[config.mk]
export PLATFORM = sky130hd
export DESIGN_NAME = pulse_gen_fsm_flat
export DESIGN_NICKNAME = d
export VERILOG_FILES = /design/src/rtl/pulse_gen_fsm_if.sv /design/src/rtl/pulse_gen_fsm.sv /design/src/flat_wrapper.sv
export SDC_FILE = /design/constraint.sdc
export NUM_CORES = 1
export LEC_CHECK = 0
export CELL_PAD_IN_SITES_DETAIL_PLACEMENT = 1
export CELL_PAD_IN_SITES_GLOBAL_PLACEMENT = 1
export CORE_MARGIN = 1.5
export CORE_UTILIZATION = 45
export CTS_CLUSTER_DIAMETER = 60
export CTS_CLUSTER_SIZE = 10
export DETAILED_ROUTE_END_ITERATION = 7
export DONT_BUFFER_PORTS = 1
export PLACE_DENSITY = 0.7
export SYNTH_ARGS = -nofsm -noshare
export SYNTH_HDL_FRONTEND = slang
export SYNTH_SLANG_ARGS = --single-unit
[constraint.sdc]
create_clock -name clk -period 4.4 [get_ports clk]
set_input_delay 0.44 -clock clk [delete_from_list [all_inputs] [get_ports clk]]
set_output_delay 0.44 -clock clk [all_outputs]
set_load 0.02 [all_outputs]
[src/rtl/pulse_gen_fsm_if.sv]
// rtl/pulse_gen_fsm_if.sv - trigger in, pulse level and drop status out.
interface pulse_gen_fsm_if;
    logic       tick;
    logic       level;
    logic       busy;
    logic       drop;
    logic [7:0] drop_cnt;

    modport master (output tick, input level, busy, drop, drop_cnt);
    modport slave  (input tick, output level, busy, drop, drop_cnt);
endinterface

[src/rtl/pulse_gen_fsm.sv]
// rtl/pulse_gen_fsm.sv - single-shot pulse generator: delay, level width, hold-off gap.
// Moore FSM sharing one down-counter across the timed states.
module pulse_gen_fsm #(
    parameter int unsigned DLY_CYC  = 2,
    parameter int unsigned HIGH_CYC = 4,
    parameter int unsigned GAP_CYC  = 1,
    parameter bit          RETRIG   = 1'b0
) (
    input  logic           clk,
    input  logic           rst,
    pulse_gen_fsm_if.slave pif
);

    if (HIGH_CYC < 1 || HIGH_CYC > 255) begin : g_bad_high
        $error("pulse_gen_fsm: HIGH_CYC must be 1..255");
    end
    if (DLY_CYC > 255 || GAP_CYC > 255) begin : g_bad_range
        $error("pulse_gen_fsm: DLY_CYC and GAP_CYC must be 0..255");
    end

    localparam logic [7:0] DLY_LD  = (DLY_CYC == 0) ? 8'd0 : 8'(DLY_CYC - 1);
    localparam logic [7:0] HIGH_LD = 8'(HIGH_CYC - 1);
    localparam logic [7:0] GAP_LD  = (GAP_CYC == 0) ? 8'd0 : 8'(GAP_CYC - 1);

    typedef enum logic [1:0] {
        S_IDLE = 2'd0,
        S_DLY  = 2'd1,
        S_HIGH = 2'd2,
        S_GAP  = 2'd3
    } state_t;

    state_t     state_q, state_d;
    logic [7:0] cnt_q, cnt_d;
    logic       drop_q, drop_d;
    logic [7:0] drop_cnt_q, drop_cnt_d;
    logic       reject;

    always_ff @(posedge clk or posedge rst) begin
        if (rst) begin
            state_q    <= S_IDLE;
            cnt_q      <= 8'd0;
            drop_q     <= 1'b0;
            drop_cnt_q <= 8'd0;
        end else begin
            state_q    <= state_d;
            cnt_q      <= cnt_d;
            drop_q     <= drop_d;
            drop_cnt_q <= drop_cnt_d;
        end
    end

    // Acceptance depends only on the registered state, never on the counter.
    always_comb begin
        state_d = state_q;
        cnt_d   = cnt_q - 8'd1;
        reject  = 1'b0;
        case (state_q)
            S_IDLE: begin
                cnt_d = 8'd0;
                if (pif.tick) begin
                    if (DLY_CYC == 0) begin
                        state_d = S_HIGH;
                        cnt_d   = HIGH_LD;
                    end else begin
                        state_d = S_DLY;
                        cnt_d   = DLY_LD;
                    end
                end
            end
            S_DLY: begin
                reject = pif.tick;
                if (cnt_q == 8'd0) begin
                    state_d = S_HIGH;
                    cnt_d   = HIGH_LD;
                end
            end
            S_HIGH: begin
                if (RETRIG && pif.tick) begin
                    cnt_d = HIGH_LD;
                end else begin
                    reject = pif.tick;
                    if (cnt_q == 8'd0) begin
                        if (GAP_CYC == 0) begin
                            state_d = S_IDLE;
                            cnt_d   = 8'd0;
                        end else begin
                            state_d = S_GAP;
                            cnt_d   = GAP_LD;
                        end
                    end
                end
            end
            S_GAP: begin
                reject = pif.tick;
                if (cnt_q == 8'd0) begin
                    state_d = S_IDLE;
                    cnt_d   = 8'd0;
                end
            end
            default: begin
                state_d = S_IDLE;
                cnt_d   = 8'd0;
            end
        endcase

        drop_d     = reject;
        drop_cnt_d = drop_cnt_q;
        if (reject && drop_cnt_q != 8'hFF) begin
            drop_cnt_d = drop_cnt_q + 8'd1;
        end
    end

    always_comb begin
        pif.level    = 1'b0;
        pif.busy     = 1'b0;
        pif.drop     = drop_q;
        pif.drop_cnt = drop_cnt_q;
        case (state_q)
            S_DLY:   pif.busy = 1'b1;
            S_HIGH:  begin
                pif.level = 1'b1;
                pif.busy  = 1'b1;
            end
            S_GAP:   pif.busy = 1'b1;
            default: begin
                pif.level = 1'b0;
                pif.busy  = 1'b0;
            end
        endcase
    end

endmodule
[src/flat_wrapper.sv]
// flat-port wrapper written by rule: the top's interface ports become plain ports
module pulse_gen_fsm_flat 
#(
    parameter int unsigned DLY_CYC  = 2,
    parameter int unsigned HIGH_CYC = 4,
    parameter int unsigned GAP_CYC  = 1,
    parameter bit          RETRIG   = 1'b0
)
  (clk, rst, pif_tick, pif_level, pif_busy, pif_drop, pif_drop_cnt);
  pulse_gen_fsm_if pif_i ();
  input  logic clk;
  input  logic rst;
  input wire logic [$bits(pif_i.tick)-1:0] pif_tick;
  output wire logic [$bits(pif_i.level)-1:0] pif_level;
  output wire logic [$bits(pif_i.busy)-1:0] pif_busy;
  output wire logic [$bits(pif_i.drop)-1:0] pif_drop;
  output wire logic [$bits(pif_i.drop_cnt)-1:0] pif_drop_cnt;
  assign pif_i.tick = pif_tick;
  assign pif_level = pif_i.level;
  assign pif_busy = pif_i.busy;
  assign pif_drop = pif_i.drop;
  assign pif_drop_cnt = pif_i.drop_cnt;
  pulse_gen_fsm #(.DLY_CYC(DLY_CYC), .HIGH_CYC(HIGH_CYC), .GAP_CYC(GAP_CYC), .RETRIG(RETRIG)) u_core (.clk(clk), .rst(rst), .pif(pif_i));
endmodule
==> summary.md, run 1 <==
| Metric | Value |
|---|---|
| Die width | 49.5 microns |
| Synth Net Count | 100 |
| Residual DRC | 0 |
| Clk_skew | about 0.0045 ns |
| Synthesis warning total | 0 |
| Fin crit share | 40.7% |
| Setup TNS | 0 ns |
| First-pass DRT Iterations | 4 |
| CP top delay family | simple AND/OR/NAND/NOR gates |
| Sequential element share of the synthesized area | 48.8% |
| FILL cells | 238 |
| Core Area | 2000 sq um |
| Worst-case clock buffer depth | 2 |
| Initial cell density of the core | 48.6% |
| Met3 wire length | 103 microns |
| PwrDens | 781 nW/um^2 |
| Routed vias/inst | 5.55 |
| Global-route wire length before repair | 3600 microns |
| Worst path required time | 4.60 ns |
| Antenna Violating Nets Remaining | 0 |
| Post-synth top area cell | dfrtp_1 |
| Buf+Inv Stages, Crit Path | 1 |
| Drt wl/cell | ~16 microns |
| Worst-Margin Slew | 0.726 ns |
| Status | complete, no violations |
| Max rail drop VDD | 0.351 mV |
| Pin count of the biggest net entering global routing | 20 |
| Power Total | around 0.00081 W |
| Setup violators final | 0 |
| Placed cell areas | 1010 sq um |
| Htree depth | 1 |
| Final cell count without fillers | roughly 120 |
| Critical path class | flop to flop |
| # clock sinks | 19 |
| Clock Root Buffer | clkbuf_4 |
| Worst-path maximum fanout | 7 |
| Final wirelength | 1980 microns |
| Layout cells sized above 1 | about 8.5% |
| RSZ-0062 raised after global routing | false |
| Latest clock arrival within the worst-skew pair | 0.30 ns |
| Max-slew violation count | 0 |
| I/O pins | 14 |
| Worst path slowest cell | dfrtp_1 |
| Peak Freq | 558 MHz |
| Post-cts sizing count | 0 |
| Clk slew on worst S/H paths | 0.11 ns |
| Initial antenna violation count | 0 |
| CP Cell Sequence | inv_1 -> ha_1 -> nor2b_1 -> nand4_1 -> nor2_1 -> mux2_2 |
| Relative slew slack | approximately half |
| Crit path arrival time | 1.99 ns |
| Max incr delay on CP | 0.41 ns |
| Commonest cells after routing, fill and taps aside | dfrtp_1, nor2_1, nand2_1 |
| GRT overflow | 0 |
| Metal2 WL | about 960 microns |
| DR top layer | met4 |
| Gate count of the mapped netlist | 90 |
| Dpl cells | 117 |
| All-Layer GR Usage | approximately 20% |
| Post-CTS setup buffers | 0 |
| TritonCTS Buffers | 3 |
| Max cap viols | 0 |
| Design area | between 1000 and 1500 sq um |
| Commonest non-fill, non-tap cell in the layout | dfrtp_1 |
| Synth-to-Final Area Change | 6.17% |
| Die area | 2450 sq um |
| Startpoint types | flop |
| Vias in the first global route | 747 |
| Synth top area share | 48.8% |
| Die Span Y | 49.5 microns |
| Final Hold Vio Count | 0 |
| Avg Inst Size Synth | 10.8 sq um |
| Rows | 16 |
| Metal1 wirelength | approximately 880 microns |
| Min Tclk post-route | ~1.8 ns |
| CTS tree | done |
| N_diodes | 0 |
| Register bit count reported by yosys | 19 |
| Cell Area, Synth | 973 sq um |
| Final nets | ~110 |
| Top area cells in the synthesized netlist | dfrtp_1, ha_1, xnor2_1 |
| Yosys cell types | 27 |
| Vias | between 600 and 700 |
| Leakage | roughly 0.47 nW |
| Post-layout util | 51.6% |
| Post-DP HPWL | 1520 microns |
| Hold buffers post-CTS | 0 |
| GP Congestion | 0.773 |
| Crit. End Element | flop |
| Worst min-delay path category | input port to async pin |
| Buffers added on ports | 0 |
| Iter 0 DRT Violations | 8 |
## sequential cells by signal, summed over array words and instances, names as in the netlist
signal / cells
u_core.state_q: 2
u_core.pif.drop: 1
u_core.cnt_q: 8
u_core.pif.drop_cnt: 8
## final timing paths
path	from	endpoint	slack (ns)	cells past startpoint
worst min-delay path	rst	u_core.state_q[0]$_DFFE_PP0P_	0.13	1
max in group asynchronous	rst	u_core.cnt_q[1]$_DFF_PP0_	3.81	1
worst max-delay path	u_core.state_q[0]$_DFFE_PP0P_	u_core.pif.drop_cnt[6]$_DFFE_PP0P_	2.61	6
worst min register to register	u_core.cnt_q[7]$_DFF_PP0_	u_core.cnt_q[7]$_DFF_PP0_	0.57	2
worst max register to register	u_core.state_q[0]$_DFFE_PP0P_	u_core.pif.drop_cnt[6]$_DFFE_PP0P_	2.61	6
min in group clk	pif_tick	u_core.pif.drop$_DFF_PP0_	0.32	1
## final cells by class
cell class / instances / area [sq um] / area share [%]
clock buffers: 4 / 26.3 / 2.54
inverters: 7 / 26.3 / 2.54
multi-input cells: 64 / 472 / 45.6
flip-flops and latches: 19 / 475 / 46.0
well taps: 27 / 33.8 / 3.27
## Yosys cell counts
| master | number |
|---|---|
| nor4_1 | 1 |
| a21oi_1 | 2 |
| nor2_1 | 10 |
| o22ai_1 | 1 |
| ha_1 | 7 |
| dfrtp_1 | 19 |
| xnor2_1 | 7 |
| a21o_1 | 1 |
| mux2_2 | 2 |
| nand2b_1 | 3 |
| nand2_1 | 8 |
| nor2b_1 | 2 |
| mux2i_1 | 1 |
| and4_1 | 1 |
| xor2_1 | 3 |
| mux2_1 | 1 |
| nand4b_1 | 1 |
| a211oi_1 | 1 |
| a21oi_2 | 1 |
| nor3_1 | 2 |
| nand4_1 | 3 |
| nand3_1 | 1 |
| nor4_4 | 1 |
| and3_1 | 2 |
| o32a_1 | 1 |
| inv_1 | 7 |
| a31oi_2 | 1 |
## cell families (layout without fill, tap and decap cells)
kind of cell               Yosys count  in the layout  share of synthesized area [%]
and+or+nand+nor                     35             35                           19.5
AOI/OAI and AO/OA                    8              8                           6.43
DFF                                 19             19                           48.8
adders and majority gates            7              7                           9.00
xor gates and xnor gates            10             10                           9.00
muxes                                4              4                           4.50
buffers and inverters                7             11                           2.70
## per-layer routing
layer  vias up  track usage [%]
met5         -                0
met4         0             9.72
met3         4             5.45
met2        14             32.9
met1       339             24.6
li1        315                -
## per-stage QoR
stage	hold WS (ns)	worst slack, ns
finish	0.131	2.61
CTS	0.162	2.60
floorplan	0.391	2.77
global placement	0.498	2.64
detailed placement	0.498	2.60
global route	0.205	2.45
## where the power goes
| part | internal (W) | total (W) | switching, W | leakage [nW] |
|---|---|---|---|---|
| logic | 0.000158 | 0.000362 | 0.000204 | 0.217 |
| clock network | 0.0000353 | 0.0000896 | 0.0000542 | 0.0150 |
| registers | 0.000240 | 0.000356 | 0.000116 | 0.242 |
| total | 0.000434 | 0.000808 | 0.000374 | 0.475 |
(Power assumes the default switching activity.)
==> run 2: changes to the inputs <==
clock period = 1.8 ns   (was 4.4 ns; I/O delays follow)
==> run 2 against run 1 <==
  * Sequential share of layout area decreased by 3.5 points
  * Sequential power rose by 110%
  * Utilization grew 4.2 points
  * Register-to-register slack lost 2.5 ns
  * Fmax increased by 6.0%
  * Count of clock-buffer cells in the layout did not move
  * Non-clock buffer count rose by 11
  * First-iteration DRC count decreased by 63%
  * Clock power rose to 2.5 times the previous value
  * Setup slack lost 2.5 ns
  * Global-route usage fell by 0.74 points
  * Largest power group unchanged
  * Critical path depth unchanged
==> summary.md, run 2 (same netlist as run 1, synthesis figures left out) <==
| Metric | Value |
|---|---|
| Final Hold Vio Count | 0 (unchanged) |
| Critical path class | flop to flop |
| Pin count of the biggest net entering global routing | 20 (unchanged) |
| Vias | 684 (+1.8%) |
| I/O pins | 14 (unchanged) |
| Clk slew on worst S/H paths | 0.11 ns (about the same) |
| GP Congestion | 0.789 (+2.1%) |
| Net Sw Power | 0.000934 W (+150%) |
| All-Layer GR Usage | 19.4% (-0.74 points) |
| Clock Root Buffer | clkbuf_4 |
| TritonCTS Buffers | 3 (unchanged) |
| Worst path required time | 2.00 ns (-2.60 ns) |
| Initial cell density of the core | 48.6% (unchanged) |
| Die area | 2450 sq um (unchanged) |
| Clock power frac | 10.7% (-0.4 points) |
| Layout cells sized above 1 | 17.1% (+8.6 points) |
| Switching Share | 44.6% (-1.7 points) |
| Post-place setup slack | 0.140 ns (-2.46 ns) |
| FF-to-FF Start | u_core.state_q[0]$_DFFE_PP0P_ |
| Relative slew slack | 50.1% (-1.4 points) |
| Status | complete, no violations |
| Sequential Power Share | 36.4% (-7.7 points) |
| Setup TNS | 0 ns (unchanged) |
| Post-DP HPWL | 1560 microns (+3.1%) |
| Global-route wire length before repair | 3490 microns (-3.1%) |
| Max cap viols | 0 (unchanged) |
| Setup violators final | 0 (unchanged) |
| Min Tclk post-route | 1.69 ns (-0.101 ns) |
| Core Area | 2000 sq um (unchanged) |
| Worst-case clock buffer depth | 2 (unchanged) |
| Setup ws final | 0.109 ns (-2.50 ns) |
| Htree depth | 1 (unchanged) |
| Worst-Margin Slew | 0.747 ns (+0.0212 ns) |
| Worst hold path startpoint | pif_tick |
| Startpoint types | flop |
| Dpl cells | 127 (+8.5%) |
| Vias in the first global route | 720 (-3.6%) |
| FILL cells | 228 (-4.2%) |
| GRT overflow | 0 (unchanged) |
| Final wirelength | 2010 microns (+1.7%) |
| Commonest cells after routing, fill and taps aside | dfrtp_1, nor2_1, buf_4, nand2_1 |
| Latest clock arrival within the worst-skew pair | 0.30 ns (about the same) |
| Reg2reg setup slack | 0.11 ns (-2.50 ns) |
| Routed vias/inst | 5.18 (-6.7%) |
| PwrDens | 1870 nW/um^2 (+140%) |
| CP Launch Point | u_core.state_q[0]$_DFFE_PP0P_ |
| Buffers added on ports | 0 (unchanged) |
| RSZ-0062 raised after global routing | false |
| Die Span Y | 49.5 microns (unchanged) |
| Die width | 49.5 microns (unchanged) |
| Clk_skew | 0.00216 ns (-0.00237 ns) |
| Rows | 16 (unchanged) |
| Max rail drop VDD | 0.931 mV (+160%) |
| Comb power frac | 52.9% (+8.1 points) |
| Worst min-delay path category | input port to flop |
| Drt wl/cell | 15.3 microns (-6.8%) |
| Max-slew violation count | 0 (unchanged) |
| First-pass DRT Iterations | 4 (unchanged) |
| Commonest non-fill, non-tap cell in the layout | dfrtp_1 |
| Fin crit share | 94.0% (+53 points) |
| Iter 0 DRT Violations | 3 (-5) |
| Crit path arrival time | 1.89 ns (-0.10 ns) |
| Leakage | 0.530 nW (+12%) |
| Crit. End Element | flop |
| Antenna Violating Nets Remaining | 0 (unchanged) |
| Pint | 0.00116 W (+170%) |
| Final nets | 116 (+10%) |
| Residual DRC | 0 (unchanged) |
| Worst-path maximum fanout | 4 (-3) |
| # clock sinks | 19 (unchanged) |
| N_diodes | 0 (unchanged) |
| Initial antenna violation count | 0 (unchanged) |
| Synth-to-Final Area Change | 14.9% |
| Final cell count without fillers | 132 (+9.1%) |
| Peak Freq | 591 MHz (+6.0%) |
| CTS tree | done |
[run 2: cell count changes in the layout (fill, tap and decap cells not counted), sizes merged]
cell         delta
dlygate4sd3     +1
buf            +10
[run 2: metal layers]
metal	GRT usage [%]	part of all wire, %	up-vias
met5	0	0	-
met4	9.72	2.3	0
met3	3.94	2.7	5
met2	30.9	47	10
met1	25.1	48	336
li1	-	-	333
[run 2: cell type report]
cell class / instances / area (sq um) / area share [%]
clock buffers: 4 / 26.3 / 2.35
inverters: 7 / 26.3 / 2.35
multi-input cells: 64 / 472 / 42.2
flip-flops and latches: 19 / 475 / 42.5
well taps: 27 / 33.8 / 3.02
repair buffers: 11 / 85.1 / 7.61
[run 2: timing repair]
action / CTS / global route
buffers inserted: 0 / 0
hold endpoints to repair: 19 / 0
resized for setup: 0 / 0
hold buffers: 1 / 0
[run 2: power groups by stage]
stage	clock network [W]	registers, W	logic, W
6_report	0.000224	0.000762	0.00111
5_1_grt	0.000246	0.000787	0.00123
4_1_cts	0.000232	0.000764	0.00113
3_5_place_dp	0	0.000774	0.00111
3_3_place_gp	0	0.000764	0.00107
2_1_floorplan	0	0.000826	0.000720
[run 2: worst max-delay path, cell delays in order (launching register included)]
cell and delay (ns):
dfrtp_1 0.41, inv_1 0.09, ha_1 0.22, nor3_1 0.25, a31oi_2 0.10, a21oi_2 0.16
mux2_1 0.33
[run 2: path summary, 6_finish.rpt]
kind | to | cells after the start
worst min register to register | u_core.state_q[1]$_DFFE_PP0P_ | 1
worst min-delay path | u_core.cnt_q[0]$_DFF_PP0_ | 2
max in group asynchronous | u_core.state_q[1]$_DFFE_PP0P_ | 2
worst max register to register | u_core.state_q[1]$_DFFE_PP0P_ | 6
worst max-delay path | u_core.state_q[1]$_DFFE_PP0P_ | 6
min in group asynchronous | u_core.pif.drop_cnt[0]$_DFFE_PP0P_ | 2
[run 2: stage by stage]
step | hold slack (ns) | util [%] | cell area (sq um) | power [W]
6_report | 0.0699 | 55.9 | 1120 | 0.00209
5_1_grt | 0.0653 | 55.9 | 1120 | 0.00226
4_1_cts | 0.0643 | 55.9 | 1120 | 0.00212
3_5_place_dp | 0.239 | 54.1 | 1080 | 0.00189
3_3_place_gp | 0.234 | 54.1 | 1080 | 0.00183
2_1_floorplan | 0.131 | - | 973 | 0.00155
